`src/rtl/arvi_fetch_pkg.sv`:
```
// Shared definitions for the instruction prefetch unit: FSM encoding and entry sizing.
package arvi_fetch_pkg;

    // Fetch sequencer states. DRAIN waits for a stale request to finish after a redirect.
    typedef enum logic [1:0] {
        ST_FETCH = 2'd0,
        ST_IDLE  = 2'd1,
        ST_DRAIN = 2'd2
    } fetch_state_e;

    // One queue entry carries {pc, instruction}.
    function automatic int unsigned entry_w(input int unsigned xlen);
        return 32'd2 * xlen;
    endfunction

endpackage

```
`src/rtl/fetch_fifo.sv`:
```
// Circular {pc,inst} buffer with flush. Head data comes straight from registered storage.
module fetch_fifo #(
    parameter int unsigned WIDTH = 64,
    parameter int unsigned DEPTH = 4,
    localparam int unsigned PTR_W = $clog2(DEPTH),
    localparam int unsigned CNT_W = PTR_W + 1
) (
    input  logic             clk_i,
    input  logic             rst_ni,
    input  logic             flush_i,
    input  logic             push_i,
    input  logic [WIDTH-1:0] data_i,
    input  logic             pop_i,
    output logic [WIDTH-1:0] head_o,
    output logic [CNT_W-1:0] count_o
);

    logic [WIDTH-1:0] mem_q [DEPTH];
    logic [PTR_W-1:0] rd_ptr_q, rd_ptr_d;
    logic [PTR_W-1:0] wr_ptr_q, wr_ptr_d;
    logic [CNT_W-1:0] count_q, count_d;
    logic             pop_s;
    logic             push_s;

    // A pop on an empty queue is ignored; a flush suppresses any write.
    assign pop_s  = pop_i & (count_q != CNT_W'(1'b0));
    assign push_s = push_i & ~flush_i;

    // Next pointer/occupancy; push and pop together leave the count unchanged.
    always_comb begin
        rd_ptr_d = rd_ptr_q;
        wr_ptr_d = wr_ptr_q;
        count_d  = count_q;
        if (flush_i) begin
            rd_ptr_d = PTR_W'(1'b0);
            wr_ptr_d = PTR_W'(1'b0);
            count_d  = CNT_W'(1'b0);
        end else begin
            if (push_i) begin
                wr_ptr_d = wr_ptr_q + PTR_W'(1'b1);
            end else begin
                wr_ptr_d = wr_ptr_q;
            end
            if (pop_s) begin
                rd_ptr_d = rd_ptr_q + PTR_W'(1'b1);
            end else begin
                rd_ptr_d = rd_ptr_q;
            end
            case ({push_i, pop_s})
                2'b10:   count_d = count_q + CNT_W'(1'b1);
                2'b01:   count_d = count_q - CNT_W'(1'b1);
                default: count_d = count_q;
            endcase
        end
    end

    // Pointer and occupancy registers.
    always_ff @(posedge clk_i or negedge rst_ni) begin
        if (!rst_ni) begin
            rd_ptr_q <= PTR_W'(1'b0);
            wr_ptr_q <= PTR_W'(1'b0);
            count_q  <= CNT_W'(1'b0);
        end else begin
            rd_ptr_q <= rd_ptr_d;
            wr_ptr_q <= wr_ptr_d;
            count_q  <= count_d;
        end
    end

    // Entry storage; cleared on reset so the head reads zero until the first write.
    always_ff @(posedge clk_i or negedge rst_ni) begin
        if (!rst_ni) begin
            for (int i = 0; i < int'(DEPTH); i++) begin
                mem_q[i] <= {WIDTH{1'b0}};
            end
        end else if (push_s) begin
            mem_q[wr_ptr_q] <= data_i;
        end
    end

    assign head_o  = mem_q[rd_ptr_q];
    assign count_o = count_q;

endmodule

```
`src/rtl/if_prefetch_unit.sv`:
```
// Instruction prefetch front end: sequential fetch into a small queue, redirect with
// flush, and safe draining of a request that is still in flight when a redirect arrives.
module if_prefetch_unit
    import arvi_fetch_pkg::*;
#(
    parameter int unsigned     XLEN     = 32,
    parameter logic [XLEN-1:0] PC_RESET = {XLEN{1'b0}},
    parameter int unsigned     DEPTH    = 4,
    localparam int unsigned    CNT_W    = $clog2(DEPTH) + 1,
    localparam int unsigned    ENTRY_W  = entry_w(XLEN)
) (
    input  logic             i_clk,
    input  logic             i_rst,
    output logic             o_mem_req,
    output logic [XLEN-1:0]  o_mem_addr,
    input  logic             i_mem_ready,
    input  logic [XLEN-1:0]  i_mem_data,
    output logic             o_valid,
    output logic [XLEN-1:0]  o_inst,
    output logic [XLEN-1:0]  o_pc,
    input  logic             i_ready,
    input  logic             i_redirect,
    input  logic [XLEN-1:0]  i_redirect_pc,
    output logic [CNT_W-1:0] o_count
);

    fetch_state_e     state_q, state_d;
    logic [XLEN-1:0]  fetch_pc_q, fetch_pc_d;
    logic [XLEN-1:0]  target_q, target_d;
    logic             req_q, req_d;

    logic [XLEN-1:0]  redirect_pc_s;
    logic             mem_done_s;
    logic             pop_s;
    logic             push_s;
    logic             fill_s;
    logic [CNT_W-1:0] count_s;
    logic [ENTRY_W-1:0] head_s;

    // Targets are always word aligned; misalignment is reported elsewhere.
    assign redirect_pc_s = i_redirect_pc & ~XLEN'(2'd3);
    // A ready pulse only counts while a request is actually outstanding.
    assign mem_done_s    = req_q & i_mem_ready;
    // A redirect wins over a same-cycle pop.
    assign pop_s         = (count_s != CNT_W'(1'b0)) & i_ready & ~i_redirect;
    assign push_s        = (state_q == ST_FETCH) & mem_done_s & ~i_redirect;
    // This push leaves the queue full, so fetching must pause.
    assign fill_s        = push_s & ~pop_s & (count_s == CNT_W'(DEPTH - 32'd1));

    // Next-state logic for the fetch sequencer, fetch PC and pending redirect target.
    always_comb begin
        state_d    = state_q;
        fetch_pc_d = fetch_pc_q;
        target_d   = target_q;
        case (state_q)
            ST_FETCH: begin
                if (i_redirect) begin
                    if (mem_done_s || !req_q) begin
                        // Nothing left in flight: restart immediately.
                        fetch_pc_d = redirect_pc_s;
                        state_d    = ST_FETCH;
                    end else begin
                        target_d = redirect_pc_s;
                        state_d  = ST_DRAIN;
                    end
                end else if (mem_done_s) begin
                    fetch_pc_d = fetch_pc_q + XLEN'(3'd4);
                    if (fill_s) begin
                        state_d = ST_IDLE;
                    end else begin
                        state_d = ST_FETCH;
                    end
                end else begin
                    state_d = ST_FETCH;
                end
            end
            ST_IDLE: begin
                if (i_redirect) begin
                    fetch_pc_d = redirect_pc_s;
                    state_d    = ST_FETCH;
                end else if (pop_s) begin
                    state_d = ST_FETCH;
                end else begin
                    state_d = ST_IDLE;
                end
            end
            ST_DRAIN: begin
                if (i_redirect) begin
                    if (mem_done_s) begin
                        fetch_pc_d = redirect_pc_s;
                        state_d    = ST_FETCH;
                    end else begin
                        target_d = redirect_pc_s;
                        state_d  = ST_DRAIN;
                    end
                end else if (mem_done_s) begin
                    fetch_pc_d = target_q;
                    state_d    = ST_FETCH;
                end else begin
                    state_d = ST_DRAIN;
                end
            end
            default: begin
                state_d = ST_FETCH;
            end
        endcase
        req_d = (state_d != ST_IDLE);
    end

    // Sequencer registers; the request line is registered so it stays low during reset.
    always_ff @(posedge i_clk or negedge i_rst) begin
        if (!i_rst) begin
            state_q    <= ST_FETCH;
            fetch_pc_q <= PC_RESET;
            target_q   <= PC_RESET;
            req_q      <= 1'b0;
        end else begin
            state_q    <= state_d;
            fetch_pc_q <= fetch_pc_d;
            target_q   <= target_d;
            req_q      <= req_d;
        end
    end

    fetch_fifo #(
        .WIDTH (ENTRY_W),
        .DEPTH (DEPTH)
    ) u_fifo (
        .clk_i   (i_clk),
        .rst_ni  (i_rst),
        .flush_i (i_redirect),
        .push_i  (push_s),
        .data_i  ({fetch_pc_q, i_mem_data}),
        .pop_i   (pop_s),
        .head_o  (head_s),
        .count_o (count_s)
    );

    assign o_mem_req  = req_q;
    assign o_mem_addr = fetch_pc_q;
    assign o_valid    = (count_s != CNT_W'(1'b0));
    assign o_pc       = head_s[ENTRY_W-1:XLEN];
    assign o_inst     = head_s[XLEN-1:0];
    assign o_count    = count_s;

endmodule
```
`config.mk`:
```
export PLATFORM = sky130hd
export DESIGN_NAME = if_prefetch_unit
export DESIGN_NICKNAME = d
export VERILOG_FILES = /design/src/rtl/arvi_fetch_pkg.sv /design/src/rtl/fetch_fifo.sv /design/src/rtl/if_prefetch_unit.sv
export SDC_FILE = /design/constraint.sdc
export NUM_CORES = 1
export LEC_CHECK = 0
export ABC_AREA = 1
export CORE_ASPECT_RATIO = 2
export CORE_MARGIN = 1.5
export CORE_UTILIZATION = 30
export CTS_CLUSTER_SIZE = 40
export DETAILED_ROUTE_END_ITERATION = 12
export SETUP_SLACK_MARGIN = 0.05
export SLEW_MARGIN = 20
export SYNTH_ARGS = -nofsm -noshare
export SYNTH_HDL_FRONTEND = slang
export SYNTH_SLANG_ARGS = --single-unit
export TNS_END_PERCENT = 30
```
`constraint.sdc`:
```
create_clock -name i_clk -period 1.8 [get_ports i_clk]
set_input_delay 0.45 -clock i_clk [delete_from_list [all_inputs] [get_ports i_clk]]
set_output_delay 0.45 -clock i_clk [all_outputs]
set_load 0.005 [all_outputs]
```
# Word-level counts from Yosys, hierarchy flattened
# Index checks and enable logic that the tools add are counted.
# op_classes
n_addsub	5
order_cmp	3
n_eq_ne	14
mux	33
n_bitwise	13
reduce_logical	12
# ops
cell	n
2-to-1 mux 32 bit	11
bitwise mux 256 bit	1
2-to-1 mux 64 bit	3
binary-select mux 64 bit (select 2 bit)	1
demux 64 bit (select 2 bit)	1
case mux 32 bit (3 select lines)	1
case mux 32 bit (2 select lines)	1
adder 32 x 3 -> 32 bit (second input constant)	1
2-to-1 mux 2 bit	8
!= test 2 bit (second input constant)	6
AND reduction 5 bit	2
bitwise AND 1 bit	9
nonzero test 3 bit	3
greater-or-equal comparator 3 bit (second input constant)	2
inverter 2 -> 3 bit	2
case mux 2 bit (3 select lines)	1
case mux 3 bit (2 select lines)	1
nonzero test 2 bit	3
adder 2 x 1 -> 2 bit (second input constant)	2
equality test 2 x 1 -> 1 bit (second input constant)	2
equality test 2 bit (second input constant)	2
adder 3 x 1 -> 3 bit (second input constant)	1
equality test 3 x 2 -> 1 bit (second input constant)	1
less-than comparator 3 x 1 -> 1 bit (second input constant)	1
11 further kinds	14
# word_totals
reg_bits	330
in_bits	69
output_inout_bits	101
wordCells	91

# Logic depth before layout (Yosys ltp)
# depth
depth_word	11
ltp_mapped	12
mapped_depth_nobuf	12

# Cells and area by module
# Synthesis repeated with hierarchy kept, for this count alone.
# hier_totals
cells_unflattened	1983
hier_area_um2	15730.1
# modules_own_cells
mod	n_inst	cells_each	area_per_inst_um2	seq_area_each_um2
fetch_fifo	1	1312	11315.9	6581.3
if_prefetch_unit	1	671	4414.2	1576.5

# Least setup slack after synthesis
# Ideal clock, no wire load.
# synth_path
kind	reg-to-reg
from	reg state_q[0]
to	reg u_fifo.count_q[2] (netlist: u_fifo.count_o[2])
setup_time_ns	0.126
arrival_time_ns	1.790
t_required_ns	1.674
setup_slack_ns	-0.116
stages_incl_launch_ff	11
n_path_buf	0
period_less_slack_ns	1.916
cell_sequence	dfrtp_1 inv_1 ha_1 nand3_1 nand2_1 nor2_1 fa_1 xor2_1 xor2_1 nand2_1 o21ai_0
# synth_between
elab_chain_cells	6
word_cells_on_any_way	8
cone_classes	eq/ne: 2; mux: 2; bitwise: 2; reduce/logical: 2
# synth_rtl
element	line_no	text
start: declaration	if_prefetch_unit.sv:27	fetch_state_e state_q, state_d;
start signal: assignment	if_prefetch_unit.sv:118	state_q <= state_d;
zero test 2 bit *	if_prefetch_unit.sv:46	assign push_s = (state_q == ST_FETCH) & mem_done_s & ~i_redirect;
bitwise AND 1 bit * (2 in series)	if_prefetch_unit.sv:46	
equality test 2 x 1 -> 1 bit or equality test 2 bit (tied branches)	fetch_fifo.sv:49	case ({push_i, pop_s})
case mux 3 bit (2 select lines)	fetch_fifo.sv:49	
2-to-1 mux 3 bit	fetch_fifo.sv:34	if (flush_i) begin
end signal: assignment	fetch_fifo.sv:62	count_q <= CNT_W'(1'b0);
end signal: assignment	fetch_fifo.sv:66	count_q <= count_d;
end: declaration	fetch_fifo.sv:21	logic [CNT_W-1:0] count_q, count_d;
# Mark *: on every way between the ends. The rest lies on a longest branch, timed or not.
# A chain may end at the register's enable or synchronous reset.

# Worst setup path after layout
# layout_path
from	reg u_fifo.rd_ptr_q[0]
to	out o_inst[7]
# layout_between
elab_chain_cells	4
# layout_rtl
element	line_no	text
start: declaration	fetch_fifo.sv:19	logic [PTR_W-1:0] rd_ptr_q, rd_ptr_d;
start signal: assignment	fetch_fifo.sv:60	rd_ptr_q <= PTR_W'(1'b0);
start signal: assignment	fetch_fifo.sv:64	rd_ptr_q <= rd_ptr_d;
inverter 2 -> 3 bit (implied by the code)	fetch_fifo.sv:81	assign head_o = mem_q[rd_ptr_q];
binary-select mux 64 bit (select 2 bit)	fetch_fifo.sv:81	
2-to-1 mux 64 bit (implied by the code) (2 in series)	fetch_fifo.sv:81	
end: declaration	if_prefetch_unit.sv:19	output logic [XLEN-1:0] o_inst,
# Every way passes these cells. The select of a mux whose other input is x is not followed.

==> results.sh <==
export IMPL_run_status="complete, but fails checks"
export IMPL_violations="setup timing"
export IMPL_grt_setup_unrepaired="yes"
export IMPL_min_period_ps=2480
export IMPL_synth_area_per_cell_sq_um=7.97
export IMPL_multi_input_area_sq_um=7700
export IMPL_crit_top_cell="buf_12"
export IMPL_clkTransAtPathRegs_ps=60
export IMPL_io_buffer_count=163
export IMPL_synth_seq_area_share=0.521
export IMPL_critPathSlowestCell="dfrtp_4"
export IMPL_max_cap_violations=0
export IMPL_cts_root_buf="clkbuf_16"
export IMPL_fin_cells=2900
export IMPL_hold_viol=0
export IMPL_routed_via_density=5.13
export IMPL_peakVddDrop_v=0.000672
export IMPL_cts_buffers=34
export IMPL_htree_levels=2
export IMPL_coreArea_sq_um=50200
export IMPL_grt_pass1_wl_microns=80900
export IMPL_grt_max_degree=63
export IMPL_yosysMostFrequentCell="nand2_1"
export IMPL_worstSetupEndpointType="primary output"
export IMPL_syn2layout_area_growth_pct=49.1
export IMPL_grt_use_met2=0.375
export IMPL_slew_violations=0
export IMPL_min_period_over_period=1.38
export IMPL_ys_async_sr_fraction=1.00
export IMPL_wl_per_cell_microns=19.7
export IMPL_synth_largest_area_cell="dfrtp_1"
export IMPL_syn_inst=1917
export IMPL_grt_usage=0.199
export IMPL_gr_total_overflow=0
export IMPL_drt_iter0_markers=997
export IMPL_finalClockSkew_ps=23.9
export IMPL_antenna_left=0
export IMPL_fillers=4804
export IMPL_dr_pass1_iters=5
export IMPL_nets=2308
export IMPL_die_area_sq_um=52400
export IMPL_p_leak_nw=10.6
export IMPL_synth_edf_count=0
export IMPL_tns_ps=-38140
export IMPL_drive_gt1_frac=0.299
export IMPL_startpoint_type="flop"
export IMPL_synth_cell_types=33
export IMPL_synth_top_area_frac=0.521
export IMPL_seqCellArea_sq_um=7980
export IMPL_worstSkewPairLatency_ps=530
export IMPL_cts_sinks=318
export IMPL_required_ps=1350
export IMPL_drcViolationCount=0
export IMPL_hold_path_class="input port to async pin"
export IMPL_die_w_microns=163
export IMPL_crit_type="flop to primary output"
export IMPL_met1_usage=0.217
export IMPL_io_pins=170
export IMPL_netlist_top_cells_area="dfrtp_1 52%, o21ai_0 14%, nand2_1 12%"
export IMPL_slowest_delay_ps=560
export IMPL_clock_path_buffers=3
export IMPL_antenna_found_initial=0
export IMPL_grt_use_met3=0.0233
export IMPL_cp_data_arrival_time_ps=2030
export IMPL_ys_ff_latch=318
export IMPL_dp_cells=2743
export IMPL_num_antenna_cells=0
export IMPL_yosys_warnings=0
export IMPL_r2r_setup_slack_ps=-60
export IMPL_setup_viol=97
export IMPL_holdWs_ps=443
export IMPL_synth_main_ff_cell="dfrtp_1"
export IMPL_rows=116
export IMPL_cp_max_fo=6
export IMPL_path_cells="buf_6 -> buf_12 -> buf_12 -> buf_16 -> o21ai_2 -> o22ai_2 -> buf_2"
export IMPL_initial_utilization=0.304
export IMPL_vias=14900
export IMPL_synth_common_cells="500 x nand2_1, 442 x o21ai_0, 318 x dfrtp_1"
export IMPL_synthesis_area_sq_um=15300
export IMPL_gp_routability_congestion=0.906
export IMPL_place_hpwl_microns=33700
export IMPL_grt_pass1_vias=14500
export IMPL_cts_tree="yes"
export IMPL_clock_fmax_ghz=0.403
export IMPL_routed_wl_microns=57300
export IMPL_die_h_microns=322
export IMPL_top_usage_layer="met2"
export IMPL_setup_slack_ps=-678
export IMPL_p_per_area_nw_per_um2=1130
[cells by family (layout without fill, tap and decap cells)]
family,Yosys count,after routing,synth area share
and+or+nand+nor,732,733,0.187
DFF,318,318,0.521
adders and majority gates,11,11,0.00950
AOI/OAI and AO/OA,599,599,0.206
buffers and inverters,245,575,0.0686
muxes,9,9,0.00664
other,1,4,0.000246
xor gates and xnor gates,2,2,0.00115
[cells in the final DEF, fill, tap and decap left out, types with 8 or more instances in the layout]
| cell | n |
|---|---|
| nand3_1 | 41 |
| buf_8 | 9 |
| mux2_2 | 8 |
| clkbuf_16 | 49 |
| nand2_4 | 10 |
| o21ai_0 | 252 |
| dlymetal6s2s_1 | 12 |
| a21oi_2 | 9 |
| inv_2 | 8 |
| a22oi_1 | 16 |
| o22ai_2 | 38 |
| a21oi_1 | 55 |
| nor2_4 | 38 |
| inv_1 | 100 |
| dfrtp_1 | 301 |
| o21ai_2 | 49 |
| o22ai_1 | 20 |
| nor2_2 | 49 |
| buf_4 | 110 |
| buf_6 | 52 |
| nor2_1 | 83 |
| buf_12 | 43 |
| o21ai_4 | 15 |
| clkbuf_1 | 9 |
| buf_16 | 24 |
| buf_2 | 61 |
| o21ai_1 | 129 |
| nand2_1 | 460 |
| dfrtp_2 | 16 |
| nand2_2 | 31 |
| clkdlybuf4s50_1 | 65 |
[repair_timing]
action | 4_1_cts | 5_1_grt
hold endpoints to repair | 29 | 0
pin swaps | 60 | 67
setup buffers | 34 | 31
setup endpoints to repair | 205 | 379
hold buffers | 1 | 0
gates resized for setup | 577 | 403
cloned | 24 | 21
[metrics by stage]
| step | power, mW | area [sq um] | util | worst slack, ps |
|---|---|---|---|---|
| 2_1_floorplan | 13.1 | 15300 | - | -15.7 |
| 3_3_place_gp | 16.4 | 18600 | 0.371 | -547 |
| 3_5_place_dp | 16.7 | 18600 | 0.371 | -555 |
| 4_1_cts | 24.9 | 21200 | 0.422 | -757 |
| 5_1_grt | 27.1 | 22800 | 0.453 | -727 |
| 6_report | 25.7 | 22800 | 0.453 | -678 |
[critical path: cells and delay by family (launching register included)]
family,cells,cell delay [ps]
DFF,1,560
buffers and inverters,5,720
AOI/OAI and AO/OA,2,220
[cell type report]
| type | instances | share of cell area |
|---|---|---|
| clock buffer | 47 | 0.0418 |
| clock inverter | 12 | 0.00901 |
| inverter | 113 | 0.0194 |
| multi-input combinational | 1358 | 0.338 |
| sequential | 318 | 0.351 |
| tap | 649 | 0.0357 |
| timing repair buffer | 403 | 0.205 |
[report_power, final]
group,total (mW),switching [mW],internal (mW)
Combinational,7.72,3.98,3.74
Clock,7.39,2.95,4.44
Sequential,10.6,1.49,9.08
Total,25.7,8.42,17.3
[per-layer routing]
metal	wire (microns)	part of all wire
met1	20700	0.36
met2	31000	0.54
met3	2390	0.042
met4	3150	0.055
met5	0	0
[worst paths after layout]
path	from	end	cells past startpoint
min in group i_clk	u_fifo.mem_q[117]$_DFFE_PN0P_	u_fifo.mem_q[117]$_DFFE_PN0P_	2
hold reg to reg	u_fifo.mem_q[117]$_DFFE_PN0P_	u_fifo.mem_q[117]$_DFFE_PN0P_	2
max in group asynchronous	i_rst	u_fifo.mem_q[68]$_DFFE_PN0P_	3
setup reg to reg	state_q[0]$_DFF_PN0_	u_fifo.mem_q[26]$_DFFE_PN0P_	10
hold / removal	i_rst	target_q[7]$_DFFE_PN0P_	2
setup / recovery	u_fifo.rd_ptr_q[0]$_DFFE_PN0P_	o_inst[7]	7
[registers in the layout (all words and copies together), names as in the netlist]
name,cells
u_fifo.count_o,3
o_mem_req,1
u_fifo.wr_ptr_q,2
o_mem_addr,30
u_fifo.mem_q,248
target_q,30
u_fifo.rd_ptr_q,2
state_q,2
No activity file was read; power rests on OpenSTA's default activity.
